**config.mk**
```make
export PLATFORM = sky130hd
export DESIGN_NAME = phase_accum
export DESIGN_NICKNAME = d
export VERILOG_FILES = /design/src/rtl/phase_accum.sv
export SDC_FILE = /design/constraint.sdc
export NUM_CORES = 1
export LEC_CHECK = 0
export CAP_MARGIN = 20
export CORE_ASPECT_RATIO = 1.75
export CORE_MARGIN = 2
export CORE_UTILIZATION = 45
export CTS_CLUSTER_DIAMETER = 200
export DETAILED_ROUTE_END_ITERATION = 16
export SYNTH_ARGS = -nofsm -noshare
export SYNTH_HDL_FRONTEND = slang
export SYNTH_SLANG_ARGS = --single-unit
```
**constraint.sdc**
```tcl
create_clock -name i_clk -period 10.1 [get_ports i_clk]
set_input_delay 1.515 -clock i_clk [delete_from_list [all_inputs] [get_ports i_clk]]
set_output_delay 1.515 -clock i_clk [all_outputs]
set_load 0.005 [all_outputs]
```
**src/rtl/phase_accum.sv**
```systemverilog
// DDS phase accumulator: 24-bit phase advanced per sample tick, with jump/glide increment
// updates over a valid/ready handshake, note-on phase reset and a wrap pulse.
module phase_accum #(
  parameter int unsigned ACC_W       = 24,
  parameter int unsigned ADDR_W      = 16,
  parameter int unsigned GLIDE_SHIFT = 4
) (
  input  logic              i_clk,
  input  logic              i_rst,
  input  logic              i_tick,
  input  logic [ACC_W-1:0]  i_inc,
  input  logic              i_inc_valid,
  output logic              o_inc_ready,
  input  logic              i_glide,
  input  logic              i_phase_rst,
  output logic [ADDR_W-1:0] o_addr,
  output logic              o_wrap,
  output logic              o_busy
);

  typedef enum logic [0:0] {StIdle, StGlide} state_e;

  state_e           state_q;
  logic [ACC_W-1:0] acc_q, cur_inc_q, tgt_inc_q;
  logic             rst_pend_q, wrap_q;

  logic [ACC_W:0]   sum;
  logic             glide_up;
  logic [ACC_W-1:0] diff, step, glide_next;

  always_comb begin
    sum      = {1'b0, acc_q} + {1'b0, cur_inc_q};
    glide_up = tgt_inc_q > cur_inc_q;
    diff     = glide_up ? (tgt_inc_q - cur_inc_q) : (cur_inc_q - tgt_inc_q);
    step     = diff >> GLIDE_SHIFT;
    // Small gaps still converge one LSB per tick; step never exceeds diff.
    if (step == '0) step = ACC_W'(1);
    glide_next = glide_up ? (cur_inc_q + step) : (cur_inc_q - step);
  end

  always_ff @(posedge i_clk) begin
    if (i_rst) begin
      state_q    <= StIdle;
      acc_q      <= '0;
      cur_inc_q  <= '0;
      tgt_inc_q  <= '0;
      rst_pend_q <= 1'b0;
      wrap_q     <= 1'b0;
    end else begin
      if (i_tick) begin
        if (rst_pend_q || i_phase_rst) begin
          acc_q      <= '0;
          wrap_q     <= 1'b0;
          rst_pend_q <= 1'b0;
        end else begin
          acc_q  <= sum[ACC_W-1:0];
          wrap_q <= sum[ACC_W];
        end
      end else begin
        wrap_q     <= 1'b0;
        rst_pend_q <= rst_pend_q | i_phase_rst;
      end

      case (state_q)
        StIdle: begin
          if (i_inc_valid) begin
            if (!i_glide || (i_inc == cur_inc_q)) begin
              cur_inc_q <= i_inc;
            end else begin
              tgt_inc_q <= i_inc;
              state_q   <= StGlide;
            end
          end
        end
        StGlide: begin
          if (i_tick) begin
            cur_inc_q <= glide_next;
            if (glide_next == tgt_inc_q) state_q <= StIdle;
          end
        end
        default: state_q <= StIdle;
      endcase
    end
  end

  assign o_addr      = acc_q[ACC_W-1 -: ADDR_W];
  assign o_wrap      = wrap_q;
  assign o_busy      = (state_q == StGlide);
  assign o_inc_ready = (state_q == StIdle);

endmodule
```
==> results.md <==
- I/O pins: 49
- Area grow syn2layout: 9.95%
- Post-Syn Nets: 1215
- H-tree levels: 3
- MaxCap Viol Count: 0
- Fmax: 111 MHz
- Max clock buf depth: 2
- Delay-heaviest family, CP: simple AND/OR/NAND/NOR gates
- Gpl congestion: 0.980
- WP data required: 10310 ps
- Final setup TNS: 0 ps
- Row count: 66
- Worst path bufs/invs: 2
- Clk_lat worst skew: 350 ps
- Fin crit period: 8990 ps
- Root Driver: clkbuf_16
- Max IR drop VDD: 0.134 mV
- Min-Delay Path Class: flip-flop to flip-flop
- Prevailing post-synth register cell: dfxtp_1
- Initial Util: 45.7%
- Clk_skew: 5.32 ps
- Average footprint of a synthesized cell: 7.81 um2
- Remaining DRCs: 0
- Setup Crit Path Kind: flip-flop to flip-flop
- CTS buffer count: 9
- Final net count: 1218
- Global-route wire length before repair: 42400 um
- Post-synth EDFFs: 0
- Die Width: 108 um
- Flop-to-flop setup slack: 1110 ps
- Setup Buffers After CTS: 0
- Clock Pin Slew Worst Setup and Hold Paths: 60 ps
- Drt wl/cell: 20.2 um
- CTS tree: built
- Final slew viol count: 0
- IO Port Bufs: 48
- Detailed Place HPWL: 21700 um
- Final setup viols: 0
- Die ar.: 20000 um2
- Vias in the first global route: 7794
- ANT cells: 0
- Final ANT Viol Nets: 0
- Slowest CP cell: or3_4
- Maximum fanout along the worst path: 34
- PwrDens: 236 nW/um2
- Netlist cell types: 81
- Core Region: 18600 um2
- Synth Instances: 1088
- Initial antenna violation count: 0
- Chip height: 186 um
- YS warnings: 0
- Worst Tran Pin Value: 816 ps
- WP data arrival: 9200 ps
- Share of cells above drive strength 1: 5.75%
- Post-layout util: 50.3%
- CP Launch Type: flip-flop
- Post-cts sizing count: 0
- Status: finished, final reports clean
- Vias/cell: 6.03
- Leak pwr: 0.00398 uW
- Area of the mapped netlist: 8500 um2
- Final Hold Fails: 0
- TritonRoute pass-1 iters: 5
- Seq cells post-synth: 75
- Ys async rst share: 0%
- CP Capture Type: flip-flop
- Overall routing resource usage: 27.5%
- Final period utilization: 89.1%
- Clock Sinks: 75
- Hold_buf cts: 0
- Max incr delay on CP: 540 ps
- Largest net degree at the start of global routing: 52
- Via count: 8046
- Routed WL: 27000 um
- Iteration-0 DRC Markers: 407
- Relative slew slack: 45.1%
- Gr ovfl total: 0
- Sequential area share after synthesis: 17.7%
- Unrepaired setup endpoints after global routing: false
==> placed cells by master (no fill, tap or decap), types with 20 or more instances in the layout <==
cell             netlist  layout
a22o_1                23      23
a21oi_1              111     110
nor2_1               103     102
nand2_1               49      49
a211oi_1              24      23
ha_1                  95      95
inv_1                 66      66
clkdlybuf4s50_1        0      47
o21ai_0               35      35
xnor2_1               89      89
a21o_1                40      40
nor3_1                21      21
nand4_1               20      20
xor2_1                21      21
dfxtp_1               75      75
nand3_1               24      24
==> sequential cells by signal (all words and copies together) (netlist names) <==
name        flops
acc_q          24
cur_inc_q      24
tgt_inc_q      24
o_busy          1
o_wrap          1
rst_pend_q      1
==> cells by family (layout without fill, tap and decap cells) <==
kind of cell | after synthesis | in the layout | synth area share [%]
AOI/OAI and AO/OA | 353 | 353 | 28.3
xor gates and xnor gates | 117 | 117 | 12.9
adders and majority gates | 97 | 97 | 14.5
buffers and inverters | 132 | 140 | 7.10
DFF | 75 | 75 | 17.7
muxes | 15 | 15 | 1.81
and+or+nand+nor | 299 | 299 | 17.8
==> stage by stage <==
| step | setup WS, ps | std cells | power, uW | hold slack (ps) | instance area [um2] |
|---|---|---|---|---|---|
| after floorplan | 2860 | 1088 | 1490 | 441 | 8500 |
| after global placement | 1350 | 1317 | 1840 | 468 | 9010 |
| after detailed placement | 1220 | 1317 | 1830 | 473 | 9010 |
| after CTS | 1190 | 1333 | 2190 | 488 | 9330 |
| after global routing | 516 | 1334 | 2370 | 512 | 9350 |
| final | 1110 | 1334 | 2200 | 485 | 9350 |
==> cell type report <==
| class | instances | area, um2 |
|---|---|---|
| clock inverters | 3 | 45.0 |
| repair buffers | 57 | 551 |
| fillers | 1889 | 9240 |
| well taps | 238 | 298 |
| multi-input cells | 881 | 6430 |
| clock buffers | 13 | 270 |
| flip-flops and latches | 75 | 1500 |
| inverters | 67 | 253 |
==> routing by layer <==
| layer | vias up | share of wire, % | wire [um] | global-route usage [%] |
|---|---|---|---|---|
| met5 | - | 0 | 0 | 0 |
| met4 | 0 | 5.4 | 1450 | 15.0 |
| met3 | 77 | 3.1 | 826 | 2.52 |
| met2 | 211 | 50 | 13400 | 47.5 |
| met1 | 3809 | 42 | 11300 | 33.1 |
| li1 | 3949 | - | - | - |
==> path summary, 6_finish.rpt <==
kind                                                 from                 endpoint  cells past startpoint
worst max-delay path            cur_inc_q[7]$_SDFFE_PP0P_        o_busy$_SDFF_PP0_                     32
worst min-delay path              rst_pend_q$_SDFFE_PP0P_  rst_pend_q$_SDFFE_PP0P_                      1
worst max register to register  cur_inc_q[7]$_SDFFE_PP0P_        o_busy$_SDFF_PP0_                     32
worst min register to register    rst_pend_q$_SDFFE_PP0P_  rst_pend_q$_SDFFE_PP0P_                      1
==> synth_stat cells, drive strengths merged, types with 7 or more instances <==
| cell | number | area share, % |
|---|---|---|
| a21oi | 112 | 6.6 |
| nor2 | 103 | 4.5 |
| ha | 95 | 14 |
| xnor2 | 91 | 9.6 |
| dfxtp | 75 | 18 |
| inv | 66 | 2.9 |
| nand2 | 49 | 2.2 |
| a21o | 40 | 3.5 |
| clkbuf | 40 | 1.8 |
| o21ai | 36 | 2.2 |
| buf | 25 | 2.4 |
| nand3 | 25 | 1.5 |
| a211oi | 24 | 2.1 |
| a22o | 23 | 2.4 |
| xor2 | 23 | 2.5 |
| nand4 | 21 | 1.6 |
| nor3 | 21 | 1.2 |
| a31oi | 16 | 1.2 |
| a221oi | 15 | 1.5 |
| and2 | 15 | 1.2 |
| mux2i | 15 | 1.8 |
| o21bai | 14 | 1.2 |
| o21a | 11 | 0.97 |
| nor2b | 10 | 0.74 |
| nand2b | 9 | 0.66 |
| nor4 | 9 | 0.74 |
| or2 | 9 | 0.66 |
| and4 | 7 | 0.75 |
| o211ai | 7 | 0.62 |
| or3 | 7 | 0.57 |
==> report_power, final <==
group	internal, uW	switching (uW)
Clock	212	136
Combinational	620	893
Sequential	314	27.7
Power figures use the tool's default switching activity.
